File: src/rtl/load_store_unit.sv
// Memory-access stage: steers stores, extracts and extends loads, and runs a ready handshake.
// Define LSU_MISALIGN_TRAP_EN to treat misaligned halfword and word accesses as errors.
module load_store_unit (
    input  logic        clk,
    input  logic        rst,
    input  logic        i_req,
    input  logic        i_we,
    input  logic [2:0]  i_funct3,
    input  logic [31:0] i_addr,
    input  logic [31:0] i_wdata,
    output logic        o_busy,
    output logic        o_done,
    output logic        o_err,
    output logic [31:0] o_data_mem,
    output logic        o_mem_req,
    output logic        o_mem_we,
    output logic [31:0] o_mem_addr,
    output logic [3:0]  o_mem_be,
    output logic [31:0] o_mem_wdata,
    input  logic        i_mem_ready,
    input  logic [31:0] i_mem_rdata
);

    typedef enum logic [1:0] {StIdle, StMem, StDone} state_e;

    state_e      state_q, state_d;
    logic        we_q, we_d;
    logic [2:0]  funct3_q, funct3_d;
    logic [31:0] addr_q, addr_d;
    logic [3:0]  be_q, be_d;
    logic [31:0] wdata_q, wdata_d;
    logic        err_q, err_d;
    logic [31:0] data_q, data_d;

    logic        req_legal;
    logic [3:0]  req_be;
    logic [31:0] req_wdata;
    logic [31:0] ld_shift;
    logic [15:0] ld_half;
    logic [31:0] ld_value;

    always_comb begin
        req_legal = 1'b0;
        if (i_we) begin
            req_legal = (i_funct3 == 3'b000) || (i_funct3 == 3'b001) || (i_funct3 == 3'b010);
        end else begin
            req_legal = (i_funct3 != 3'b011) && (i_funct3[2:1] != 2'b11);
        end
`ifdef LSU_MISALIGN_TRAP_EN
        if ((i_funct3[1:0] == 2'b01) && i_addr[0]) begin
            req_legal = 1'b0;
        end
        if ((i_funct3[1:0] == 2'b10) && (i_addr[1:0] != 2'b00)) begin
            req_legal = 1'b0;
        end
`endif
    end

    // Lane steering depends only on access size, so loads reuse the store enables.
    always_comb begin
        req_be    = 4'b1111;
        req_wdata = i_wdata;
        case (i_funct3[1:0])
            2'b00: begin
                req_be    = 4'b0001 << i_addr[1:0];
                req_wdata = {4{i_wdata[7:0]}};
            end
            2'b01: begin
                req_be    = i_addr[1] ? 4'b1100 : 4'b0011;
                req_wdata = {2{i_wdata[15:0]}};
            end
            default: begin
                req_be    = 4'b1111;
                req_wdata = i_wdata;
            end
        endcase
    end

    always_comb begin
        ld_shift = i_mem_rdata >> {addr_q[1:0], 3'b000};
        ld_half  = addr_q[1] ? i_mem_rdata[31:16] : i_mem_rdata[15:0];
        case (funct3_q)
            3'b000:  ld_value = {{24{ld_shift[7]}}, ld_shift[7:0]};
            3'b100:  ld_value = {24'h0, ld_shift[7:0]};
            3'b001:  ld_value = {{16{ld_half[15]}}, ld_half};
            3'b101:  ld_value = {16'h0, ld_half};
            default: ld_value = i_mem_rdata;
        endcase
    end

    always_ff @(posedge clk or negedge rst) begin
        if (!rst) begin
            state_q <= StIdle;
        end else begin
            state_q <= state_d;
        end
    end

    always_comb begin
        state_d = state_q;
        unique case (state_q)
            StIdle: if (i_req) state_d = req_legal ? StMem : StDone;
            StMem:  if (i_mem_ready) state_d = StDone;
            StDone: state_d = StIdle;
            default: state_d = StIdle;
        endcase
    end

    always_comb begin
        we_d     = we_q;
        funct3_d = funct3_q;
        addr_d   = addr_q;
        be_d     = be_q;
        wdata_d  = wdata_q;
        err_d    = err_q;
        data_d   = data_q;
        if ((state_q == StIdle) && i_req) begin
            if (req_legal) begin
                we_d     = i_we;
                funct3_d = i_funct3;
                addr_d   = i_addr;
                be_d     = req_be;
                wdata_d  = req_wdata;
                err_d    = 1'b0;
            end else begin
                err_d    = 1'b1;
            end
        end
        if ((state_q == StMem) && i_mem_ready && !we_q) begin
            data_d = ld_value;
        end
    end

    always_ff @(posedge clk or negedge rst) begin
        if (!rst) begin
            we_q     <= 1'b0;
            funct3_q <= 3'b000;
            addr_q   <= 32'h0;
            be_q     <= 4'h0;
            wdata_q  <= 32'h0;
            err_q    <= 1'b0;
            data_q   <= 32'h0;
        end else begin
            we_q     <= we_d;
            funct3_q <= funct3_d;
            addr_q   <= addr_d;
            be_q     <= be_d;
            wdata_q  <= wdata_d;
            err_q    <= err_d;
            data_q   <= data_d;
        end
    end

    always_comb begin
        o_busy      = (state_q != StIdle);
        o_done      = (state_q == StDone);
        o_mem_req   = (state_q == StMem);
        o_mem_we    = (state_q == StMem) && we_q;
        o_err       = err_q;
        o_mem_addr  = {addr_q[31:2], 2'b00};
        o_mem_be    = be_q;
        o_mem_wdata = wdata_q;
        o_data_mem  = data_q;
    end

endmodule

File: config.mk
export PLATFORM = sky130hd
export DESIGN_NAME = load_store_unit
export DESIGN_NICKNAME = d
export VERILOG_FILES = /design/src/rtl/load_store_unit.sv
export SDC_FILE = /design/constraint.sdc
export NUM_CORES = 1
export LEC_CHECK = 0
export CAP_MARGIN = 20
export CORE_MARGIN = 3
export CORE_UTILIZATION = 30
export CTS_CLUSTER_DIAMETER = 100
export CTS_CLUSTER_SIZE = 8
export DETAILED_ROUTE_END_ITERATION = 6
export PLACE_DENSITY = 0.71
export SLEW_MARGIN = 40
export SYNTH_ARGS = -nofsm -noshare
export SYNTH_HDL_FRONTEND = slang
export SYNTH_SLANG_ARGS = --single-unit
File: constraint.sdc
create_clock -name clk -period 2.3 [get_ports clk]
set_input_delay 0.575 -clock clk [delete_from_list [all_inputs] [get_ports clk]]
set_output_delay 0.575 -clock clk [all_outputs]
set_load 0.02 [all_outputs]
==> impl_metrics.env <==
export IMPL_die_y_um=138
export IMPL_rsz0062_at_grt="no"
export IMPL_grt_max_degree=51
export IMPL_p_int_mw=5.76
export IMPL_p_per_area_nw_per_um2=1170
export IMPL_synthCells=491
export IMPL_grt_pass1_wl_um=23900
export IMPL_clk_latency_ns=0.35
export IMPL_slew_violations=0
export IMPL_rows=47
export IMPL_synth_cell_types=42
export IMPL_ys_ff_latch=107
export IMPL_fin_crit_ns=2.14
export IMPL_cts_htree_levels=3
export IMPL_seqPwrFrac=0.345
export IMPL_finClkSkew_ns=0.0100
export IMPL_fin_tns_setup_ns=0
export IMPL_slew_headroom=0.462
export IMPL_drt_pass1_iter_count=4
export IMPL_antennaDiodeCount=0
export IMPL_fin_util=0.462
export IMPL_power_mw=9.10
export IMPL_ioPinCount=209
export IMPL_gr_usage_met1=0.182
export IMPL_area_delta_synth_final_pct=48.3
export IMPL_setup_violations=0
export IMPL_swShare=0.368
export IMPL_drt_iter0_markers=203
export IMPL_num_vias=4236
export IMPL_static_leakage_power_nw=3.27
export IMPL_grt_use_met3=0.0459
export IMPL_finalWirelength_um=14900
export IMPL_maxCapViolCount=0
export IMPL_post_dp_hpwl_um=11400
export IMPL_status="completed"
export IMPL_critPathCaptureType="primary output"
export IMPL_overflow=0
export IMPL_cts_hold_buf=0
export IMPL_final_hold_viol_count=0
export IMPL_dpl_cell_area_um2=7440
export IMPL_final_antenna_net_count=0
export IMPL_worstHoldPathType="in2async"
export IMPL_ys_seq_area_frac=0.511
export IMPL_tritoncts="built"
export IMPL_vias_per_cell=4.73
export IMPL_core_um2=16800
export IMPL_p_comb_frac=0.472
export IMPL_avgSynthCellArea_um2=10.7
export IMPL_gr_usage_met2=0.267
export IMPL_grt_pass1_vias=4399
export IMPL_nets=774
export IMPL_required_ns=1.73
export IMPL_cts_path_max_buffers=2
export IMPL_peakVddDrop_mv=0.566
export IMPL_wl_per_cell_um=16.6
export IMPL_antenna_found_initial=0
export IMPL_numCtsBuffers=9
export IMPL_layout_drive_gt1_share=0.164
export IMPL_p_clk_frac=0.182
export IMPL_design_area_um2=7770
export IMPL_period_share=0.931
export IMPL_worst_pin_slew_ns=0.800
export IMPL_die_area_um2=19100
export IMPL_die_w_um=138
export IMPL_p_sw_mw=3.35
export IMPL_crit_arrival_ns=1.57
export IMPL_hold_ws_ns=0.145
export IMPL_globalplace_congestion=0.818
export IMPL_netlist_area_um2=5240
export IMPL_grt_busiest_layer="met2"
export IMPL_critPathLaunchType="flop"
export IMPL_start_util=0.311
export IMPL_yosys_warnings=0
export IMPL_worst_setup_path_type="reg2out"
export IMPL_fmax_ghz=0.467
export IMPL_drc_errors=0
export IMPL_root_buffer="clkbuf_16"
export IMPL_clkSinkCount=107
export IMPL_path_max_fanout=7
export IMPL_grt_usage=0.154
export IMPL_portBuffers=206
export IMPL_clk_pin_slew_ns=0.07
## power by group through the flow
stage / combinational [mW] / clock [mW] / sequential (mW)
final: 4.30 / 1.66 / 3.14
after global routing: 4.58 / 1.80 / 3.24
after CTS: 4.34 / 1.72 / 3.15
after detailed placement: 4.33 / 0 / 3.18
after global placement: 4.25 / 0 / 3.14
after floorplan: 1.88 / 0 / 3.70
## registers in the layout, indices dropped and copies added (netlist names)
register / flops
addr_q: 32
state_q: 2
we_q: 1
o_err: 1
o_mem_be: 4
o_mem_wdata: 32
funct3_q: 3
o_data_mem: 32
## cell families (layout without fill, tap and decap cells)
kind of cell | after synthesis | in the layout | synth area share
buf+inv | 70 | 253 | 0.0798
mux | 84 | 84 | 0.173
compound gates | 108 | 108 | 0.125
flops | 107 | 107 | 0.511
simple gates | 121 | 121 | 0.110
other cells | 1 | 2 | 0.000716
## per-stage QoR
| stage | cells | setup WS, ns |
|---|---|---|
| floorplan | 492 | 0.474 |
| CTS | 895 | 0.0150 |
| detailed placement | 879 | -0.179 |
| global placement | 879 | -0.153 |
| finish | 895 | 0.158 |
| global route | 895 | 0.0465 |
## placed cells by master (no fill, tap or decap), drive strengths merged, types with 3 or more instances in the layout
cell type      synthesis  final
nor3b                  3      3
inv                    6      8
nor2                  29     29
a211o                  5      5
dfrtp                107    107
a2bb2oi                4      4
a21oi                 46     46
nand3b                 9      9
clkdlybuf4s50          0    202
and2                   3      3
a211oi                 3      3
buf                   47     26
mux2i                 31     31
o21ai                 44     44
nor3                   6      6
mux2                  53     53
nand2                 55     55
clkbuf                17     10
## metal layers
metal,up-vias,wire length [µm]
met1,2037,6060
met3,21,1010
met5,-,0
met4,0,297
li1,2028,-
met2,150,7490
## worst paths after layout
kind / startpoint / to / slack, ns / depth (start not counted)
max: state_q[0]$_DFFE_PN0P_ / o_done / 0.16 / 2
min reg2reg: o_mem_wdata[14]$_DFFE_PN0P_ / o_mem_wdata[14]$_DFFE_PN0P_ / 0.48 / 2
max in group asynchronous: rst / addr_q[17]$_DFFE_PN0P_ / 1.56 / 2
max reg2reg: addr_q[0]$_DFFE_PN0P_ / o_data_mem[14]$_DFFE_PN0P_ / 0.34 / 5
min: rst / addr_q[16]$_DFFE_PN0P_ / 0.14 / 1
min in group clk: o_mem_wdata[14]$_DFFE_PN0P_ / o_mem_wdata[14]$_DFFE_PN0P_ / 0.48 / 2
## what timing repair did
action,CTS,global route
buffers inserted,0,0
endpoints found under the setup margin,1,2
resized for setup,1,2
## worst max-delay path: stages (launching register included)
cell and delay [ns]:
dfrtp_1 0.45, nor2b_1 0.15, clkdlybuf4s50_1 0.62
## cells in the mapped netlist
cell type / number / area [µm²]
nand3b_1: 9 / 67.6
o21a_1: 1 / 7.51
or4_1: 1 / 7.51
a41o_4: 1 / 21.3
mux2i_1: 31 / 310
nor2_1: 29 / 109
nor3b_1: 3 / 22.5
nor4b_1: 2 / 17.5
buf_1: 4 / 15.0
nand2_1: 55 / 206
nand3_1: 2 / 10.0
buf_2: 9 / 45.0
o21ai_0: 43 / 215
a211oi_1: 3 / 22.5
o21bai_1: 1 / 7.51
clkbuf_1: 17 / 63.8
a22o_1: 1 / 8.76
mux2_2: 53 / 597
nor3_1: 6 / 30.0
and4bb_2: 1 / 12.5
buf_4: 32 / 240
nor4_1: 1 / 6.26
o22ai_1: 2 / 12.5
a211o_1: 5 / 43.8
nor4_2: 1 / 12.5
nor2b_1: 2 / 12.5
dfrtp_1: 107 / 2680
and2b_1: 1 / 7.51
conb_1: 1 / 3.75
inv_1: 6 / 22.5
buf_12: 1 / 20.0
or2_2: 2 / 12.5
nand2b_1: 1 / 6.26
or4b_1: 1 / 10.0
and2_1: 3 / 18.8
buf_6: 1 / 11.3
a21oi_4: 1 / 16.3
a21oi_2: 9 / 78.8
o21ai_1: 1 / 5.00
a21oi_1: 36 / 180
or2b_1: 1 / 7.51
a2bb2oi_1: 4 / 35.0
## final cells by class
type                    instances  area (µm²)
well taps                     220         275
fillers                      1562        9050
multi-input cells             315        2160
repair buffers                231        2310
flip-flops and latches        107        2680
clock inverters                 6        87.6
clock buffers                  10         229
inverters                       6        22.5
No activity file was read; power rests on OpenSTA's default activity.
